==> src/rtl/delay_buffer_pkg.sv <==
// delay_buffer_pkg: shared types and default widths for the delay buffer scheduler
package delay_buffer_pkg;
  localparam int MEM_WIDTH_DEF  = 16;
  localparam int ADDR_WIDTH_DEF = 16;
  typedef enum logic [1:0] {IDLE, WRITE, RD_ISSUE, RD_WAIT} state_e;
  typedef enum logic {GRANT_WRITE, GRANT_READ} grant_e;
endpackage

==> src/rtl/delay_buffer_scheduler_if.sv <==
// delay_buffer_scheduler_if: requester and memory signals of the scheduler; freeze exists only with DELAY_FREEZE_EN
interface delay_buffer_scheduler_if
  import delay_buffer_pkg::*;
#(
  parameter int MEM_WIDTH  = MEM_WIDTH_DEF,
  parameter int ADDR_WIDTH = ADDR_WIDTH_DEF
);
  logic                  wr_req;
  logic [MEM_WIDTH-1:0]  wr_data;
  logic                  wr_ack;
  logic                  rd_req;
  logic [MEM_WIDTH-1:0]  rd_data;
  logic                  rd_valid;
  logic [ADDR_WIDTH-1:0] delay;
  logic [ADDR_WIDTH-1:0] mem_addr;
  logic                  mem_we;
  logic [MEM_WIDTH-1:0]  mem_wdata;
  logic [MEM_WIDTH-1:0]  mem_rdata;
  logic [ADDR_WIDTH-1:0] wr_ptr;
`ifdef DELAY_FREEZE_EN
  logic                  freeze;
`endif
  modport slave (
`ifdef DELAY_FREEZE_EN
    input  freeze,
`endif
    input  wr_req, wr_data, rd_req, delay, mem_rdata,
    output wr_ack, rd_data, rd_valid, mem_addr, mem_we, mem_wdata, wr_ptr
  );
  modport master (
`ifdef DELAY_FREEZE_EN
    output freeze,
`endif
    output wr_req, wr_data, rd_req, delay, mem_rdata,
    input  wr_ack, rd_data, rd_valid, mem_addr, mem_we, mem_wdata, wr_ptr
  );
endinterface

==> src/rtl/delay_buffer_scheduler_rr_arbiter2.sv <==
// rr_arbiter2: two-way round-robin picker; a tie goes to the requester not served last
module rr_arbiter2
  import delay_buffer_pkg::*;
(
  input  logic   clk,
  input  logic   reset_n,
  input  logic   wr_req_i,
  input  logic   rd_req_i,
  input  logic   upd_i,
  input  grant_e upd_grant_i,
  output logic   any_o,
  output grant_e grant_o
);
  grant_e last_q;
  // remember who finished last; starting at READ hands the first tie to WRITE
  always_ff @(posedge clk) begin
    if (!reset_n) last_q <= GRANT_READ;
    else if (upd_i) last_q <= upd_grant_i;
  end
  assign any_o   = wr_req_i | rd_req_i;
  assign grant_o = (rd_req_i && (!wr_req_i || last_q == GRANT_WRITE)) ? GRANT_READ : GRANT_WRITE;
endmodule

==> src/rtl/delay_buffer_scheduler.sv <==
// delay_buffer_scheduler: single-port delay buffer controller; DELAY_FREEZE_EN adds a freeze input
module delay_buffer_scheduler
  import delay_buffer_pkg::*;
#(
  parameter int MEM_WIDTH  = MEM_WIDTH_DEF,
  parameter int ADDR_WIDTH = ADDR_WIDTH_DEF,
  parameter int RD_LATENCY = 1
) (
  input logic clk,
  input logic reset_n,
  delay_buffer_scheduler_if.slave bus
);
  state_e                state_q, state_d;
  logic [ADDR_WIDTH-1:0] wr_ptr_q, wr_ptr_d;
  logic [ADDR_WIDTH-1:0] mem_addr_q, mem_addr_d;
  logic [MEM_WIDTH-1:0]  mem_wdata_q, mem_wdata_d;
  logic [MEM_WIDTH-1:0]  rd_data_q, rd_data_d;
  logic                  mem_we_q, mem_we_d;
  logic                  wr_ack_q, wr_ack_d;
  logic                  rd_valid_q, rd_valid_d;
  logic [1:0]            cnt_q, cnt_d;
  logic                  freeze;
  logic                  rd_done;
  logic                  grant_any;
  grant_e                grant_pick;
`ifdef DELAY_FREEZE_EN
  assign freeze = bus.freeze;
`else
  assign freeze = 1'b0;
`endif
  assign rd_done = state_q == RD_WAIT && cnt_q == 2'(RD_LATENCY - 1);
  rr_arbiter2 u_arb (
    .clk         (clk),
    .reset_n     (reset_n),
    .wr_req_i    (bus.wr_req),
    .rd_req_i    (bus.rd_req),
    .upd_i       (state_q == WRITE || rd_done),
    .upd_grant_i (state_q == WRITE ? GRANT_WRITE : GRANT_READ),
    .any_o       (grant_any),
    .grant_o     (grant_pick)
  );
  // next-state and registered outputs; every transaction returns through IDLE
  always_comb begin
    state_d     = state_q;
    wr_ptr_d    = wr_ptr_q;
    mem_addr_d  = mem_addr_q;
    mem_wdata_d = mem_wdata_q;
    rd_data_d   = rd_data_q;
    mem_we_d    = 1'b0;
    wr_ack_d    = 1'b0;
    rd_valid_d  = 1'b0;
    cnt_d       = (state_q == RD_WAIT && !rd_done) ? cnt_q + 2'd1 : 2'd0;
    case (state_q)
      IDLE: begin
        if (grant_any && grant_pick == GRANT_WRITE) begin
          state_d     = WRITE;
          mem_addr_d  = wr_ptr_q;
          mem_we_d    = !freeze;
          mem_wdata_d = bus.wr_data;
          wr_ack_d    = 1'b1;
        end else if (grant_any) begin
          state_d    = RD_ISSUE;
          mem_addr_d = wr_ptr_q - bus.delay;
        end
      end
      WRITE: begin
        state_d  = IDLE;
        wr_ptr_d = freeze ? wr_ptr_q : wr_ptr_q + 1'b1;
      end
      RD_ISSUE: state_d = RD_WAIT;
      RD_WAIT: begin
        if (rd_done) begin
          state_d    = IDLE;
          rd_data_d  = bus.mem_rdata;
          rd_valid_d = 1'b1;
        end
      end
      default: state_d = IDLE;
    endcase
  end
  // state registers; reset drops any transaction in flight without ack or valid
  always_ff @(posedge clk) begin
    if (!reset_n) begin
      state_q     <= IDLE;
      wr_ptr_q    <= '0;
      mem_addr_q  <= '0;
      mem_wdata_q <= '0;
      rd_data_q   <= '0;
      mem_we_q    <= 1'b0;
      wr_ack_q    <= 1'b0;
      rd_valid_q  <= 1'b0;
      cnt_q       <= '0;
    end else begin
      state_q     <= state_d;
      wr_ptr_q    <= wr_ptr_d;
      mem_addr_q  <= mem_addr_d;
      mem_wdata_q <= mem_wdata_d;
      rd_data_q   <= rd_data_d;
      mem_we_q    <= mem_we_d;
      wr_ack_q    <= wr_ack_d;
      rd_valid_q  <= rd_valid_d;
      cnt_q       <= cnt_d;
    end
  end
  assign bus.wr_ack    = wr_ack_q;
  assign bus.rd_data   = rd_data_q;
  assign bus.rd_valid  = rd_valid_q;
  assign bus.mem_addr  = mem_addr_q;
  assign bus.mem_we    = mem_we_q;
  assign bus.mem_wdata = mem_wdata_q;
  assign bus.wr_ptr    = wr_ptr_q;
endmodule
==> src/flat_wrapper.sv <==
// flat-port wrapper written by rule: the top's interface ports become plain ports
module delay_buffer_scheduler_flat import delay_buffer_pkg::*;
#(
  parameter int MEM_WIDTH  = MEM_WIDTH_DEF,
  parameter int ADDR_WIDTH = ADDR_WIDTH_DEF,
  parameter int RD_LATENCY = 1
)
  (clk, reset_n, bus_wr_req, bus_wr_data, bus_rd_req, bus_delay, bus_mem_rdata, bus_wr_ack, bus_rd_data, bus_rd_valid, bus_mem_addr, bus_mem_we, bus_mem_wdata, bus_wr_ptr);
  delay_buffer_scheduler_if #(.MEM_WIDTH(MEM_WIDTH), .ADDR_WIDTH(ADDR_WIDTH)) bus_i ();
  input logic clk;
  input logic reset_n;
  input wire logic [$bits(bus_i.wr_req)-1:0] bus_wr_req;
  input wire logic [$bits(bus_i.wr_data)-1:0] bus_wr_data;
  input wire logic [$bits(bus_i.rd_req)-1:0] bus_rd_req;
  input wire logic [$bits(bus_i.delay)-1:0] bus_delay;
  input wire logic [$bits(bus_i.mem_rdata)-1:0] bus_mem_rdata;
  output wire logic [$bits(bus_i.wr_ack)-1:0] bus_wr_ack;
  output wire logic [$bits(bus_i.rd_data)-1:0] bus_rd_data;
  output wire logic [$bits(bus_i.rd_valid)-1:0] bus_rd_valid;
  output wire logic [$bits(bus_i.mem_addr)-1:0] bus_mem_addr;
  output wire logic [$bits(bus_i.mem_we)-1:0] bus_mem_we;
  output wire logic [$bits(bus_i.mem_wdata)-1:0] bus_mem_wdata;
  output wire logic [$bits(bus_i.wr_ptr)-1:0] bus_wr_ptr;
  assign bus_i.wr_req = bus_wr_req;
  assign bus_i.wr_data = bus_wr_data;
  assign bus_i.rd_req = bus_rd_req;
  assign bus_i.delay = bus_delay;
  assign bus_i.mem_rdata = bus_mem_rdata;
  assign bus_wr_ack = bus_i.wr_ack;
  assign bus_rd_data = bus_i.rd_data;
  assign bus_rd_valid = bus_i.rd_valid;
  assign bus_mem_addr = bus_i.mem_addr;
  assign bus_mem_we = bus_i.mem_we;
  assign bus_mem_wdata = bus_i.mem_wdata;
  assign bus_wr_ptr = bus_i.wr_ptr;
  delay_buffer_scheduler #(.MEM_WIDTH(MEM_WIDTH), .ADDR_WIDTH(ADDR_WIDTH), .RD_LATENCY(RD_LATENCY)) u_core (.clk(clk), .reset_n(reset_n), .bus(bus_i));
endmodule
==> config.mk <==
export PLATFORM = sky130hd
export DESIGN_NAME = delay_buffer_scheduler_flat
export DESIGN_NICKNAME = d
export VERILOG_FILES = /design/src/rtl/delay_buffer_pkg.sv /design/src/rtl/delay_buffer_scheduler_if.sv /design/src/rtl/delay_buffer_scheduler_rr_arbiter2.sv /design/src/rtl/delay_buffer_scheduler.sv /design/src/flat_wrapper.sv
export SDC_FILE = /design/constraint.sdc
export NUM_CORES = 1
export LEC_CHECK = 0
export BUFFER_PORTS_ARGS = -buffer_cell sky130_fd_sc_hd__buf_2
export CORE_UTILIZATION = 50
export DETAILED_ROUTE_END_ITERATION = 10
export PLACE_DENSITY_LB_ADDON = 0.08
export SETUP_SLACK_MARGIN = 0.3
export SLEW_MARGIN = 20
export SYNTH_ARGS = -nofsm -noshare
export SYNTH_HDL_FRONTEND = slang
export SYNTH_SLANG_ARGS = --single-unit
==> constraint.sdc <==
create_clock -name clk -period 2.5 [get_ports clk]
set_clock_uncertainty 0.1 [all_clocks]
set_input_delay 0.125 -clock clk [delete_from_list [all_inputs] [get_ports clk]]
set_output_delay 0.125 -clock clk [all_outputs]
set_load 0.005 [all_outputs]
# ---- After elaboration in Yosys (flattened, before gate mapping)
# Index checks and enable logic that the tools add are counted.
dict set report op_classes {
  n_reduce_logical 18
  n_eq_ne 5
  bitwise 3
  n_mux 10
  n_addsub 3
}
# operator count
set ops {}
lappend ops {{16-bit two-way mux} 2}
lappend ops {{16-bit by 1-bit adder with 16-bit output, second input constant} 1}
lappend ops {{16-bit subtractor} 1}
lappend ops {{2-bit AND reduction} 7}
lappend ops {{2-bit one-hot mux with 4 select lines} 1}
lappend ops {{2-bit two-way mux} 3}
lappend ops {{2-bit equality test, second input constant} 2}
lappend ops {{1-bit logical AND} 4}
lappend ops {{2-bit zero test} 2}
lappend ops {{1-bit two-way mux} 4}
lappend ops {{3-bit by 1-bit != test with 1-bit output, second input constant} 1}
lappend ops {{2-bit by 1-bit adder with 2-bit output, second input constant} 1}
lappend ops {{2-bit by 1-bit equality test with 1-bit output, second input constant} 1}
lappend ops {{1-bit zero test} 2}
lappend ops {{1-bit logical OR} 2}
lappend ops {{2-bit by 1-bit != test with 1-bit output, second input constant} 1}
lappend ops {{1-bit NOT} 2}
lappend ops {{2-bit nonzero test} 1}
lappend ops {{1-bit bitwise OR} 1}
dict set report totals {
  in_bits 52
  register_bits 71
  output_inout_bits 67
  elab_cells 48
}

# ---- Logic depth before layout (Yosys ltp)
# Gate-level depths: netlist of the first run.
dict set report logic_depth {
  word_depth 8
  depth_mapped 9
}

# ---- Cells and area by module
# From an unflattened synthesis of the first run, not the netlist that was laid out.
dict set report hier_totals {
  hier_cells 473
  area_unflattened_um2 3816.2
}
# module cells_each instances area_per_inst_um2
set by_module_without_submodules {}
lappend by_module_without_submodules {delay_buffer_scheduler 468 1 3768.6}
lappend by_module_without_submodules {rr_arbiter2 5 1 47.5}

# ---- Worst setup path after synthesis of the first run
# OpenSTA, ideal clock, no wires.
dict set report synth_timing {
  path_kind {reg-to-reg}
  from {register u_core.wr_ptr_q[0], in the netlist u_core.bus.wr_ptr[0]}
  to {register u_core.mem_addr_q[14], in the netlist u_core.bus.mem_addr[14]}
  stages_incl_launch_ff 10
  arrival_time_ps 1912
  path_buffers 0
  t_required_ps 2268
  setup_slack_ps 356
  cell_sequence {dfxtp_1 inv_1 ha_1 fa_1 nor2b_1 o211ai_1 a211o_1 a21oi_1 nand3b_1 a21oi_1}
}
dict set report synth_between {
  elab_chain_cells 3
}
# item line
set synth_lines {}
lappend synth_lines {{from (decl)} delay_buffer_scheduler.sv:14} ;# logic [ADDR_WIDTH-1:0] wr_ptr_q, wr_ptr_d;
lappend synth_lines {{from (signal assigned)} delay_buffer_scheduler.sv:95} ;# wr_ptr_q <= wr_ptr_d;
lappend synth_lines {{16-bit subtractor} delay_buffer_scheduler.sv:63} ;# mem_addr_d = wr_ptr_q - bus.delay;
lappend synth_lines {{16-bit two-way mux} delay_buffer_scheduler.sv:61} ;# end else if (grant_any) begin
lappend synth_lines {{16-bit two-way mux} delay_buffer_scheduler.sv:55} ;# if (grant_any && grant_pick == GRANT_WRITE) begin
lappend synth_lines {{to (signal assigned)} delay_buffer_scheduler.sv:96} ;# mem_addr_q <= mem_addr_d;
lappend synth_lines {{to (decl)} delay_buffer_scheduler.sv:15} ;# logic [ADDR_WIDTH-1:0] mem_addr_q, mem_addr_d;
# No other way between the ends. The select of a mux whose other input is x is not followed.
# A chain may end at the register's enable or synchronous reset.

# ---- Worst setup path in the final report of the first run
dict set report layout_timing {
  from {register u_core.wr_ptr_q[2], in the netlist u_core.bus.wr_ptr[2]}
  to {register u_core.wr_ptr_q[15], in the netlist u_core.bus.wr_ptr[15]}
}
dict set report layout_between {
  elab_chain_cells 1
}
# item line
set layout_lines {}
lappend layout_lines {{16-bit by 1-bit adder with 16-bit output} delay_buffer_scheduler.sv:68} ;# wr_ptr_d = freeze ? wr_ptr_q : wr_ptr_q + 1'b1;
# No other way between the ends.

==> results.py, run 1 <==
metrics = {
    "synth": {
        "ys_warn_count": 0,
        "synth_compound_area_share_pct": 23.9,
        "synth_seq_cells": 71,
        "synthMuxAreaShare_pct": 0.293,
        "synthFlopType": "dfxtp_1",
        "syn-num-nets": 483,
        "async_flop_share_pct": 0,
        "synth_area_um2": 3420,
        "syn_avg_cell_area_um2": 8.28,
        "synthCells": 413,
        "synthAdderAreaFrac_pct": 6.81,
        "synth_top_family_by_area": "compound AO/OA/AOI/OAI gates",
        "synthSimpleGateAreaFrac_pct": 17.9,
        "yosysUniqueCellTypes": 53,
        "ys_seq_area_share_pct": 41.6,
        "synth-edff-count": 0,
        "synth_xor_area_share_pct": 4.61,
    },
    "placement": {
        "port_buffers": 118,
        "gp_congestion": 0.870,
        "place_worst_setup_slack_ps": 226,
        "post-dp-hpwl_um": 6580,
    },
    "die": {
        "ioPinCount": 119,
        "die-area_um2": 7170,
        "rows": 29,
        "floorplan.initialDensity_pct": 52.9,
        "core_um2": 6460,
        "die_h_um": 84.7,
        "dieWidth_um": 84.7,
    },
    "global_route": {
        "global_route.usage.met2_pct": 47.0,
        "grt_first_pass_wirelength_um": 16000,
        "grt_overflow_total": 0,
        "grt_use_total_pct": 28.2,
        "use_met3_pct": 6.29,
        "top_usage_layer": "met2",
        "globalRouteMet1Util_pct": 35.2,
        "grt_pass1_vias": 3364,
        "grt_start_max_net_pins": 24,
        "grt_antenna_before_repair": 0,
    },
    "timing": {
        "finalHoldViolCount": 0,
        "setup_viol": 0,
        "layout_setup_ws_ps": 292,
        "rsz0062_at_grt": "yes",
        "min_period_ps": 2210,
        "slew_viol_final": 0,
        "fmax_ghz": 0.453,
        "slew_headroom_pct": 32.0,
        "hold_slack_ps": 16.7,
        "fin_crit_sh_pct": 88.3,
        "finalSetupTns_ps": 0,
        "worst_slew_pin_slew_ps": 1020,
    },
    "min_path": {
        "hp-class": "in -> reg",
    },
    "pwr": {
        "p_leak_nw": 2.22,
        "p_total_mw": 2.57,
        "powerDensity_nw_per_um2": 528,
        "ir_drop_v": 0.000350,
    },
    "clock_network": {
        "cts_buffers": 9,
        "worstSkewPairLatency_ps": 350,
        "cts_tree": "built",
        "cts.clk_slew.worst_paths_ps": 80,
        "cts_buffer_depth": 2,
        "numClockSinks": 71,
        "h-tree-depth": 3,
        "cts-root-buf": "clkbuf_8",
    },
    "setup_path": {
        "criticalPathCategory": "reg -> reg",
        "max_stage_delay_ps": 650,
        "cp_slowest_cell": "or4b_1",
        "worstPathCellList": "buf_4, nand3_1, or4b_1, nor2_2, nand4_1, xor2_1, nor2_1",
        "path_max_fanout": 6,
        "end_kind": "flop",
        "cp.required_ps": 2640,
        "critPathArrivalTime_ps": 2350,
        "startpoint_type": "flop",
    },
    "run_status": {
        "outcome": "finished, violations left",
        "violations": "DRC",
    },
    "routing": {
        "drt_iter0_drc": 161,
        "first_pass_iters": 11,
        "vias": 3614,
        "drc_errors": 9,
        "wl_um": 9940,
        "vias_per_cell": 5.49,
        "antenna_left": 0,
        "wire_per_inst_um": 15.1,
    },
    "finish": {
        "area_growth_pct": 42.0,
        "fill_cells": 499,
        "nets": 647,
        "multi_input_area_um2": 1980,
        "final_util_pct": 75.2,
        "drive_gt1_share_pct": 31.8,
        "antennaDiodeCount": 0,
        "layout.area.seq_um2": 1430,
    },
    "flow_run": {
        "cap_viol_max_count": 0,
    },
}
cells in the mapped netlist, drive strengths merged (2+ instances only):
cell,number,area [µm²]
nor2b,4,25.0
buf,3,20.0
dfxtp,71,1420
a22oi,5,37.5
and3,4,25.0
xor2,12,105
a211oi,3,22.5
inv,25,93.8
o211ai,7,52.6
o21a,4,30.0
a21oi,47,239
nor2,32,123
a21o,2,15.0
or3,5,31.3
nand2,60,225
ha,17,213
a311oi,2,17.5
nand2b,6,37.5
a22o,16,140
nand3b,3,22.5
o21ai,26,130
nor3,5,25.0
a31oi,3,18.8
nand3,5,25.0
xnor2,6,52.6
nand4,4,25.0
a21boi,2,15.0
clkbuf,15,56.3
worst paths after layout:
check / startpoint / to / slack, ps / cells after the start
worst max-delay path: u_core.bus.wr_ptr[2] / u_core.bus.wr_ptr[15] / 290 / 7
worst min-delay path: reset_n / u_core.state_q[1] / 20 / 2
worst min register to register: u_core.cnt_q[0] / u_core.cnt_q[0] / 340 / 1
worst max register to register: u_core.bus.wr_ptr[2] / u_core.bus.wr_ptr[15] / 290 / 7
state kept, by name, summed over array words and instances (netlist names):
name                  cells
u_core.bus.mem_addr      16
u_core.bus.mem_wdata     16
u_core.bus.rd_data       16
u_core.bus.wr_ptr        16
u_core.cnt_q              2
u_core.state_q            2
u_core.bus.mem_we         1
u_core.bus.rd_valid       1
u_core.u_arb.last_q       1
worst max-delay path: cells and delay by family (launching register included):
kind / cells / cell delay (ps)
xor+xnor: 1 / 150
buf+inv: 1 / 170
flops: 1 / 380
simple gates: 5 / 1280
stage by stage:
stage	area, µm²	cells
after floorplan	3420	413
final	4850	658
after global routing	4850	658
after CTS	4740	656
after detailed placement	4160	607
after global placement	4160	607
placed cells by master, fill, tap and decap left out, drive strengths merged, types with 5 or more instances in the layout:
| master | Yosys | layout |
|---|---|---|
| xnor2 | 6 | 6 |
| a22oi | 5 | 5 |
| o211ai | 7 | 7 |
| clkinv | 0 | 5 |
| ha | 17 | 17 |
| buf | 3 | 139 |
| xor2 | 12 | 12 |
| inv | 25 | 25 |
| nand3 | 5 | 5 |
| nand2 | 60 | 60 |
| dlygate4sd3 | 0 | 32 |
| dfxtp | 71 | 71 |
| a22o | 16 | 16 |
| nor3 | 5 | 5 |
| nand2b | 6 | 6 |
| or3 | 5 | 5 |
| clkbuf | 15 | 9 |
| nor2 | 32 | 32 |
| o21ai | 26 | 26 |
| a21oi | 47 | 47 |
timing repair:
item	4_1_cts	5_1_grt
hold buffers	32	0
hold endpoints to repair	32	0
setup endpoints to repair	8	10
pin swaps	2	9
resized for setup	12	22
buffers inserted	2	2
cells by family after synthesis:
family	after synthesis
buffers and inverters	43
adders and majority gates	18
AOI/OAI and AO/OA	128
and+or+nand+nor	134
muxes	1
DFF	71
xor gates and xnor gates	18
metal layers:
layer | wire length (µm) | vias up | share of wire, %
met5 | 0 | - | 0
met4 | 192 | 0 | 1.9
met3 | 599 | 21 | 6.0
met2 | 4760 | 128 | 48
met1 | 4390 | 1688 | 44
li1 | - | 1777 | -
layout make-up:
type,instances,share of cell area (%)
multi-input combinational,299,40.8
sequential,71,29.5
tap,77,1.98
inverter,25,1.93
timing repair buffer,171,22.0
clock buffer,9,2.55
clock inverter,6,1.29
where the power goes:
| group | internal, mW | switching (mW) | leakage (nW) |
|---|---|---|---|
| Combinational | 0.215 | 0.234 | 1.54 |
| Clock | 0.453 | 0.443 | 0.0988 |
| Sequential | 1.19 | 0.0325 | 0.581 |
No activity file was read; power rests on OpenSTA's default activity.
==> inputs of run 2 (changes only) <==
--- a/config.mk
+++ b/config.mk
@@ -6,7 +6,7 @@
 export NUM_CORES = 1
 export LEC_CHECK = 0
 export BUFFER_PORTS_ARGS = -buffer_cell sky130_fd_sc_hd__buf_2
-export CORE_UTILIZATION = 50
+export CORE_UTILIZATION = 28
 export DETAILED_ROUTE_END_ITERATION = 10
 export PLACE_DENSITY_LB_ADDON = 0.08
 export SETUP_SLACK_MARGIN = 0.3
==> constraint.sdc (replaced) <==
create_clock -name clk -period 2.5 [get_ports clk]
set_clock_uncertainty 0.1 [all_clocks]
set_input_delay 0.25 -clock clk [delete_from_list [all_inputs] [get_ports clk]]
set_output_delay 0.25 -clock clk [all_outputs]
set_load 0.005 [all_outputs]
==> run 2 against run 1 <==
Compared with the run above:
- the flow now finishes without violations
- hold slack better by 11 ps
- via count fell by 5.4%
- final area down 3.7%
- wire length up 6.7%
- combinational power fell by 10%
- global-route usage shrank 11 points
- total power up 12%
- critical path depth is 1 higher
- register-to-register slack gained 80 ps
- fmax rose by 3.9%
- non-clock buffer count is 29 lower
- critical endpoint is now u_core.bus.mem_addr[15]
==> results.py, run 2 (synthesized netlist as in run 1, its figures left out) <==
metrics = {
    "run_status": {
        "outcome": "finished clean",
    },
    "setup_path": {
        "end_kind": "flop",
        "worstReg2RegStart": "u_core.bus.wr_ptr[8]",
        "timing.rr.end": "u_core.bus.mem_addr[15]",
        "r2r_slack_ps": 380,
        "path_max_fanout": 8,
        "criticalPathCategory": "reg -> reg",
        "startpoint_type": "flop",
        "ff2ff_path_depth": 8,
        "cp.required_ps": 2660,
        "critPathArrivalTime_ps": 2290,
    },
    "timing": {
        "min_period_ps": 2120,
        "fin_crit_sh_pct": 85.0,
        "fmax_ghz": 0.471,
        "worst_slew_pin_slew_ps": 798,
        "slew_headroom_pct": 46.2,
        "slew_viol_final": 0,
        "rsz0062_at_grt": "yes",
        "finalHoldViolCount": 0,
        "finalSetupTns_ps": 0,
        "setup_viol": 0,
    },
    "global_route": {
        "grt_pass1_vias": 3301,
        "grt_antenna_before_repair": 0,
        "grt_use_total_pct": 17.4,
        "grt_first_pass_wirelength_um": 17100,
        "grt_start_max_net_pins": 27,
        "grt_overflow_total": 0,
    },
    "clock_network": {
        "cts.clk_slew.worst_paths_ps": 60,
        "cts_tree": "built",
        "worstSkewPairLatency_ps": 330,
        "cts-root-buf": "clkbuf_16",
        "numClockSinks": 71,
        "h-tree-depth": 3,
        "cts_buffer_depth": 2,
        "cts_buffers": 9,
    },
    "min_path": {
        "hold_depth": 2,
        "hp-class": "in -> reg",
        "hold_start": "bus_mem_rdata[2]",
        "holdPathEnd": "u_core.bus.rd_data[2]",
    },
    "die": {
        "rows": 39,
        "dieWidth_um": 112,
        "die-area_um2": 12700,
        "floorplan.initialDensity_pct": 29.3,
        "core_um2": 11700,
        "die_h_um": 112,
        "ioPinCount": 119,
    },
    "placement": {
        "post-dp-hpwl_um": 7720,
        "gp_congestion": 0.811,
        "port_buffers": 118,
        "dp_cells": 678,
    },
    "pwr": {
        "p_total_mw": 2.87,
        "powerDensity_nw_per_um2": 614,
        "p_leak_nw": 2.14,
        "ir_drop_v": 0.000228,
    },
    "finish": {
        "area_growth_pct": 36.7,
        "nets": 618,
        "antennaDiodeCount": 0,
        "layout_common_cells": "buf_2, dfxtp_1, nand2_1",
        "drive_gt1_share_pct": 32.6,
        "final_common_cell": "buf_2",
        "final_cells": 695,
        "final_util_pct": 40.1,
    },
    "routing": {
        "drt_iter0_drc": 237,
        "vias_per_cell": 4.92,
        "antenna_left": 0,
        "drc_errors": 0,
        "vias": 3418,
        "first_pass_iters": 4,
        "wire_per_inst_um": 15.3,
        "wl_um": 10600,
    },
    "flow_run": {
        "cap_viol_max_count": 0,
    },
}
## run 2: cell count changes in the layout (fill, tap and decap cells not counted), sizes merged
cell and delta:
clkinvlp +2, dlygate4sd3 -32, clkbuf +3, buf +3
clkinv -5
## run 2: worst max-delay path, cell delays in order, from the launching register on
cell	delay, ps
dfxtp_1	310
ha_2	390
and3_1	240
nand2_1	100
a2111oi_1	370
buf_4	190
nor3_1	40
nand3b_1	160
a21oi_1	150
## run 2: layer usage
metal	share of wire (%)	vias up	global-route usage, %
met3	5.1	4	4.16
li1	-	1725	-
met1	48	1597	23.2
met2	46	92	27.4
met4	0.77	0	6.31
met5	0	-	0
## run 2: cell type report
class | count | area, µm²
multi-input cells | 299 | 1920
repair buffers | 142 | 771
clock inverters | 3 | 45.0
flip-flops and latches | 71 | 1430
clock buffers | 12 | 236
well taps | 143 | 179
fillers | 1228 | 6990
inverters | 25 | 93.8
## run 2: metrics by stage
step / hold WS, ps / instance area (µm²) / setup WS [ps]
after floorplan: 276 / 3420 / 356
after global placement: 306 / 4280 / 218
after detailed placement: 311 / 4280 / 199
after CTS: 10.7 / 4610 / 308
after global routing: 15.7 / 4670 / 266
final: 27.2 / 4670 / 375
## run 2: worst max-delay path by stage
stage	start	end	cells after the start
after floorplan	u_core.bus.wr_ptr[0]	u_core.bus.mem_addr[14]	9
after global placement	bus_delay[10]	u_core.bus.mem_addr[15]	10
after detailed placement	bus_delay[4]	u_core.bus.mem_addr[12]	9
after CTS	u_core.bus.wr_ptr[2]	u_core.bus.mem_addr[12]	7
after global routing	u_core.bus.wr_ptr[0]	u_core.bus.mem_addr[14]	9
final	u_core.bus.wr_ptr[8]	u_core.bus.mem_addr[15]	8
## run 2: timing repair
action,CTS,global route
hold buffers,0,0
endpoints found under the setup margin,7,10
pin swaps,3,9
buffers inserted,2,0
resized for setup,8,19
hold endpoints to repair,0,0
gates cloned,0,0
## run 2: power breakdown
part           switching [mW]  total (mW)  internal [mW]  leakage [nW]
Clock                   0.476        1.24          0.768         0.129
Combinational           0.225       0.403          0.177          1.43
Sequential             0.0339        1.22           1.19         0.580
